**config.mk**
```make
export PLATFORM = sky130hd
export DESIGN_NAME = h2c_byp_desc_arbiter
export DESIGN_NICKNAME = d
export VERILOG_FILES = /design/src/rtl/h2c_byp_desc_arbiter.sv
export SDC_FILE = /design/constraint.sdc
export NUM_CORES = 1
export LEC_CHECK = 0
export CAP_MARGIN = 20
export CORE_AREA = 4 4 193 195
export CTS_BUF_LIST = sky130_fd_sc_hd__clkbuf_4 sky130_fd_sc_hd__clkbuf_8 sky130_fd_sc_hd__clkbuf_16
export DETAILED_ROUTE_END_ITERATION = 7
export DIE_AREA = 0 0 197 199
export PLACE_DENSITY = 0.62
export SLEW_MARGIN = 5
export SYNTH_ARGS = -nofsm -noshare
export SYNTH_HDL_FRONTEND = slang
export SYNTH_SLANG_ARGS = --single-unit
```
**constraint.sdc**
```tcl
create_clock -name clk -period 2.2 [get_ports clk]
set_input_delay 0.22 -clock clk [delete_from_list [all_inputs] [get_ports clk]]
set_output_delay 0.22 -clock clk [all_outputs]
set_load 0.01 [all_outputs]
```
**src/rtl/h2c_byp_desc_arbiter.sv**
```systemverilog
// ----------------------------------------------------------------------------
// h2c_byp_desc_arbiter
//
// Purpose:
//   Shares the single QDMA H2C descriptor bypass port between NUM_REQ
//   descriptor requesters (translation generators, replay engines and a
//   host-driven debug source). Each grant moves one descriptor into a
//   registered output stage. That stage is held until QDMA accepts it.
//   The constant descriptor fields are driven here, so requesters only
//   supply address, length and queue id.
//
// Parameters:
//   NUM_REQ - number of requesters (2..8)
//   PORT_ID - value driven on m_h2c_byp_in_port_id
//   IDX_W   - width of the grant index, at least clog2(NUM_REQ)
//
// Ports:
//   clk, aresetn          - clock, synchronous active-low reset
//   arb_en                - 1 allows new grants; an in-flight descriptor always completes
//   s_req_vld/s_req_rdy   - per-requester handshake (rdy is one-hot or zero)
//   s_req_raddr/len/qid   - packed requester fields, requester i at slice i
//   m_h2c_byp_in_*        - QDMA H2C bypass descriptor interface
//   grant_id              - requester owning the current or last descriptor
//   busy                  - high while a descriptor is waiting for QDMA
//
// Configuration:
//   H2C_ARB_REQ0_PRIORITY_EN - when defined, requester 0 has strict priority
//   over the round-robin among requesters 1..NUM_REQ-1.
// ----------------------------------------------------------------------------
module h2c_byp_desc_arbiter #(
   parameter int NUM_REQ = 4,
   parameter int PORT_ID = 2,
   parameter int IDX_W   = 3
) (
   input  logic                  clk,
   input  logic                  aresetn,
   input  logic                  arb_en,
   input  logic [NUM_REQ-1:0]    s_req_vld,
   output logic [NUM_REQ-1:0]    s_req_rdy,
   input  logic [NUM_REQ*64-1:0] s_req_raddr,
   input  logic [NUM_REQ*16-1:0] s_req_len,
   input  logic [NUM_REQ*11-1:0] s_req_qid,
   output logic                  m_h2c_byp_in_st_vld,
   input  logic                  m_h2c_byp_in_st_rdy,
   output logic [63:0]           m_h2c_byp_in_raddr,
   output logic [15:0]           m_h2c_byp_in_len,
   output logic [10:0]           m_h2c_byp_in_qid,
   output logic [15:0]           m_h2c_byp_in_cidx,
   output logic [1:0]            m_h2c_byp_in_at,
   output logic                  m_h2c_byp_in_sop,
   output logic                  m_h2c_byp_in_eop,
   output logic                  m_h2c_byp_in_error,
   output logic                  m_h2c_byp_in_mrkr_req,
   output logic                  m_h2c_byp_in_no_dma,
   output logic                  m_h2c_byp_in_sdi,
   output logic [7:0]            m_h2c_byp_in_func,
   output logic [2:0]            m_h2c_byp_in_port_id,
   output logic [IDX_W-1:0]      grant_id,
   output logic                  busy
);

   typedef enum logic [0:0] {
      ST_IDLE = 1'b0,
      ST_SEND = 1'b1
   } state_t;

   state_t             state;
   state_t             state_nxt;
   logic [IDX_W-1:0]   rr_ptr;
   logic [IDX_W-1:0]   rr_ptr_nxt;
   logic [NUM_REQ-1:0] rr_cand;
   logic               rr_found;
   logic [IDX_W-1:0]   rr_idx;
   logic               win_found;
   logic [IDX_W-1:0]   win_idx;
   logic               take;
   logic [63:0]        sel_raddr;
   logic [15:0]        sel_len;
   logic [10:0]        sel_qid;
   logic               accept;

   assign accept = m_h2c_byp_in_st_vld & m_h2c_byp_in_st_rdy;

`ifdef H2C_ARB_REQ0_PRIORITY_EN
   // Requester 0 is taken out of the rotation; it is handled by the
   // strict-priority override in the winner selection below.
   assign rr_cand = s_req_vld & {{(NUM_REQ-1){1'b1}}, 1'b0};
`else
   assign rr_cand = s_req_vld;
`endif

   // Round-robin search starting at rr_ptr. The first pass looks at
   // indices at or above the pointer. The second pass wraps around to the
   // indices below it. It only matters when the first pass found nothing.
   always_comb begin
      rr_found = 1'b0;
      rr_idx   = '0;
      for (int i = 0; i < NUM_REQ; i++) begin
         if (!rr_found && rr_cand[i] && (i >= int'(rr_ptr))) begin
            rr_found = 1'b1;
            rr_idx   = IDX_W'(i);
         end
      end
      for (int i = 0; i < NUM_REQ; i++) begin
         if (!rr_found && rr_cand[i]) begin
            rr_found = 1'b1;
            rr_idx   = IDX_W'(i);
         end
      end
   end

   // Final winner and the pointer value to commit when it is granted.
   // A priority win by requester 0 leaves the rotation where it was.
   always_comb begin
      win_found = rr_found;
      win_idx   = rr_idx;
      if (rr_idx == IDX_W'(NUM_REQ - 1)) begin
         rr_ptr_nxt = '0;
      end else begin
         rr_ptr_nxt = rr_idx + IDX_W'(1);
      end
`ifdef H2C_ARB_REQ0_PRIORITY_EN
      if (s_req_vld[0]) begin
         win_found  = 1'b1;
         win_idx    = '0;
         rr_ptr_nxt = rr_ptr;
      end
`endif
   end

   // Field mux for the winning requester. The loop index keeps every
   // slice position constant.
   always_comb begin
      sel_raddr = '0;
      sel_len   = '0;
      sel_qid   = '0;
      for (int i = 0; i < NUM_REQ; i++) begin
         if (int'(win_idx) == i) begin
            sel_raddr = s_req_raddr[64*i +: 64];
            sel_len   = s_req_len[16*i +: 16];
            sel_qid   = s_req_qid[11*i +: 11];
         end
      end
   end

   // State register.
   always_ff @(posedge clk) begin
      if (!aresetn) begin
         state <= ST_IDLE;
      end else begin
         state <= state_nxt;
      end
   end

   // Next-state logic. A grant moves to SEND, and the QDMA accept
   // returns to IDLE. This gives one IDLE cycle between descriptors.
   always_comb begin
      state_nxt = state;
      case (state)
         ST_IDLE: if (arb_en && win_found) state_nxt = ST_SEND;
         ST_SEND: if (accept)              state_nxt = ST_IDLE;
         default:                          state_nxt = ST_IDLE;
      endcase
   end

   // Output logic. The requester handshake completes combinationally in
   // the IDLE cycle of the grant. It is gated by reset, so a waiting
   // requester never sees rdy while aresetn is low.
   always_comb begin
      take      = 1'b0;
      s_req_rdy = '0;
      if (aresetn && (state == ST_IDLE) && arb_en && win_found) begin
         take = 1'b1;
         for (int i = 0; i < NUM_REQ; i++) begin
            if (int'(win_idx) == i) s_req_rdy[i] = 1'b1;
         end
      end
   end

   // Registered descriptor stage. The fields stay unchanged after the
   // accept until the next grant overwrites them. Reset drops an
   // in-flight descriptor without a handshake.
   always_ff @(posedge clk) begin
      if (!aresetn) begin
         m_h2c_byp_in_st_vld <= 1'b0;
         m_h2c_byp_in_raddr  <= '0;
         m_h2c_byp_in_len    <= '0;
         m_h2c_byp_in_qid    <= '0;
         grant_id            <= '0;
         rr_ptr              <= '0;
      end else if (take) begin
         m_h2c_byp_in_st_vld <= 1'b1;
         m_h2c_byp_in_raddr  <= sel_raddr;
         m_h2c_byp_in_len    <= sel_len;
         m_h2c_byp_in_qid    <= sel_qid;
         grant_id            <= win_idx;
         rr_ptr              <= rr_ptr_nxt;
      end else if (accept) begin
         m_h2c_byp_in_st_vld <= 1'b0;
      end
   end

   assign busy                  = (state == ST_SEND);
   assign m_h2c_byp_in_cidx     = 16'd1;
   assign m_h2c_byp_in_at       = 2'd1;
   assign m_h2c_byp_in_sop      = 1'b1;
   assign m_h2c_byp_in_eop      = 1'b1;
   assign m_h2c_byp_in_error    = 1'b0;
   assign m_h2c_byp_in_mrkr_req = 1'b0;
   assign m_h2c_byp_in_no_dma   = 1'b0;
   assign m_h2c_byp_in_sdi      = 1'b0;
   assign m_h2c_byp_in_func     = 8'd0;
   assign m_h2c_byp_in_port_id  = 3'(PORT_ID);

endmodule

```
==> results of run 1 <==
==> per-layer routing <==
layer	vias to the layer above	GRT usage (%)
met5	-	0
met1	3803	18.4
met2	419	29.1
met3	48	4.54
li1	3832	-
met4	0	6.96
==> cell type report <==
cell class | instances | area [um2] | share of cell area [%]
Timing Repair Buffer | 517 | 5320 | 44.2
Multi-Input combinational cell | 621 | 3870 | 32.1
Sequential cell | 97 | 1950 | 16.2
Tap cell | 461 | 577 | 4.79
Clock buffer | 11 | 246 | 2.05
Clock inverter | 5 | 55.1 | 0.457
Inverter | 4 | 18.8 | 0.156
Antenna cell | 2 | 5.00 | 0.0416
==> cell families (layout without fill, tap and decap cells) <==
family	Yosys count	count (layout)	synth area share (%)
other cells	2	38	0.121
mux	1	1	0.162
simple gates	205	205	18.6
compound gates	375	375	37.9
flops	97	97	31.4
fa+ha+maj	4	4	0.809
buf+inv	131	537	11.0
==> worst max-delay path, cell delays in order <==
cell and delay, ps:
clkdlybuf4s50_1 610, a21oi_2 110, or3_4 430, ha_2 200
nor2b_4 140, buf_12 150, buf_12 140, a221o_1 310
nand3_2 110, a21oi_1 70
==> cell usage after synthesis <==
| library cell | n |
|---|---|
| o21ai_1 | 5 |
| buf_4 | 44 |
| inv_1 | 4 |
| o22ai_1 | 1 |
| nor2b_1 | 1 |
| o21ai_0 | 88 |
| ha_1 | 4 |
| o311ai_0 | 1 |
| nand2_1 | 6 |
| dfxtp_1 | 97 |
| nand2_2 | 1 |
| a21boi_1 | 3 |
| or3_1 | 2 |
| nand2b_1 | 93 |
| a21oi_1 | 185 |
| nor4_2 | 1 |
| mux2i_1 | 1 |
| conb_1 | 2 |
| buf_1 | 6 |
| buf_2 | 18 |
| nand3_1 | 94 |
| a221o_1 | 91 |
| nor2_1 | 3 |
| clkbuf_1 | 59 |
| o21a_1 | 1 |
| nor3_2 | 1 |
| and2_1 | 3 |
==> where the power goes <==
part / switching [mW] / internal, mW
Clock: 0.776 / 0.924
Combinational: 1.18 / 1.52
Sequential: 0.0805 / 1.90
Total: 2.03 / 4.34
==> repair_timing <==
| action | in CTS | in global routing |
|---|---|---|
| buffers inserted | 4 | 0 |
| resized for setup | 40 | 23 |
| pin swaps | 3 | 6 |
| gates cloned | 0 | 1 |
| endpoints found under the setup margin | 95 | 96 |
==> through the flow <==
step	cell area, um2	power [mW]	setup slack, ps	util (%)	instances
4_1_cts	11900	6.44	-40.0	33.7	1716
3_3_place_gp	11500	4.61	-533	32.5	1697
2_1_floorplan	6320	3.19	45.2	-	849
6_report	12000	6.37	-47.2	34.0	1718
5_1_grt	12000	6.74	-118	34.0	1718
3_5_place_dp	11500	4.63	-542	32.5	1697
==> how the worst max path moves through the flow <==
stage	endpoint	depth (start not counted)	slack (ps)
after floorplan	m_h2c_byp_in_raddr[26]$_SDFFE_PN0P_	10	50
after global placement	s_req_rdy[1]	9	-530
after detailed placement	s_req_rdy[1]	9	-540
after CTS	s_req_rdy[0]	7	-40
after global routing	s_req_rdy[2]	7	-120
final	m_h2c_byp_in_raddr[53]$_SDFFE_PN0P_	10	-50
==> flip-flops by register name, indices dropped and copies added (netlist names) <==
signal and cells:
m_h2c_byp_in_raddr 64, m_h2c_byp_in_qid 11, busy 1, rr_ptr 2, m_h2c_byp_in_len 16, m_h2c_byp_in_st_vld 1
grant_id 2
==> reports/metrics.csv, run 1 <==
stage,metric,value,unit
run_status,status,"finished, violations left",
run_status,violated checks,setup timing,
setup_path,Worst Setup End Kind,flip-flop,
worst_hold_path,Hold Path Class,reg -> reg,
logic_synthesis,sequential area share after synthesis,31.4,%
final_layout,layout cell share with drive strength beyond 1,8.13,%
timing,minimum clock period,2250,ps
route,DR DRC count,0,
floorplanning,core box area,0.0354,mm2
cts,worst skew pair latency,370,ps
final_layout,fill cell total of the finished layout,3737,
worst_hold_path,Worst Hold End,rr_ptr[0]$_SDFFE_PN0P_,
timing,setup violators final,33,
cts,CTS HTree Levels,3,
cts,CTS tree,yes,
route,Avg WL per Cell,20.4,um
final_layout,nets,1626,
route,DR vias/cell,4.72,
cts,clock root cell,clkbuf_16,
timing,final hold violations,0,
cts,CTS max path bufs,2,
route,DRT met1 WL,13600,um
route,vias,8102,
floorplanning,die area,0.0392,mm2
setup_path,r2r startpoint,rr_ptr[1]$_SDFFE_PN0P_,
floorplanning,num rows,69,
timing,PnR worst setup slack,-47.2,ps
global_routing,initial antenna violation count,2,
timing,achievable clock frequency,445,MHz
placed_design,routability cong.,0.831,
route,drt first pass iters,5,
placed_design,Detail Placement HPWL,25400,um
logic_synthesis,Yosys cell types,27,
route,top layer in use,met4,
timing,Final period util,102,%
pwr,LEAKAGE,4.50,nW
route,DRT iter0 DRCs,369,
final_layout,Area Overhead vs Synth,94.5,%
global_routing,number of global-route vias before repair,8377,
worst_hold_path,hold path depth,2,
setup_path,Worst Reg-to-Reg Cells,10,
pwr,maximum VDD drop,0.000378,V
logic_synthesis,cell taking the most area after synthesis,dfxtp_1,
logic_synthesis,synthesis-stage register bit count,97,
route,met3 routed WL,2930,um
logic_synthesis,mapped cell area,0.00619,mm2
route,aggregate routed wire length,35100,um
setup_path,CP startpoint,s_req_vld[3],
setup_path,Setup Crit Path Kind,in -> reg,
route,met2 WL,17500,um
cts,Hold Buf Count CTS,0,
floorplanning,Die Width,197,um
worst_hold_path,worst hold start,rr_ptr[0]$_SDFFE_PN0P_,
logic_synthesis,Syn Area/Cell,7.59,um2
setup_path,crit path max fanout,11,
logic_synthesis,Post-Syn Instances,815,
setup_path,CP Launch Type,input port,
cts,CTS sink count,97,
timing,Final Max Slew Viols,0,
flow_run,MaxCap Viol Count,0,
timing,Worst Skew,8.60,ps
timing,Sum Neg Setup Slack,-493,ps
floorplanning,Initial Util,17.5,%
timing,RSZ-0062 raised after global routing,yes,
placed_design,buffers added on ports,470,
global_routing,GRT overflow,0,
final_layout,"commonest non-fill, non-tap cell in the layout",clkdlybuf4s50_1,
global_routing,total global-route track usage,16.4,%
setup_path,CP required,2450,ps
timing,Worst-Margin Slew,1010,ps
timing,Hold WS,487,ps
setup_path,reg2reg end,m_h2c_byp_in_raddr[53]$_SDFFE_PN0P_,
cts,"CTS clk-pin slew, worst paths",80,ps
floorplanning,Top-Level Pins,507,
logic_synthesis,largest cells by area after synthesis,"dfxtp_1, a21oi_1, a221o_1",
timing,Slew HR,32.5,%
global_routing,first-pass GRT wire length,49200,um
pwr,Power Density,530,mW/mm2
route,Antenna Violating Nets Remaining,0,
floorplanning,Die Height,199,um
global_routing,largest net degree at the start of global routing,98,
final_layout,most frequent cells in the layout,"clkdlybuf4s50_1, a21oi_1, dfxtp_1, nand2b_1, a221o_1",
setup_path,CP Data Arrival Time,2500,ps
setup_path,flop2flop setup slack,-30,ps
logic_synthesis,Yosys Warn Count,0,
cts,cts bufs inserted,9,
logic_synthesis,top cell type's share of synthesized area,31.4,%
Power figures use the tool's default switching activity.
==> inputs of run 2 (changes only) <==
GPL_ROUTABILITY_DRIVEN = 0   (was unset)
==> results of run 2 <==
The final DEF is identical to that of run 1; final timing and power are the same.
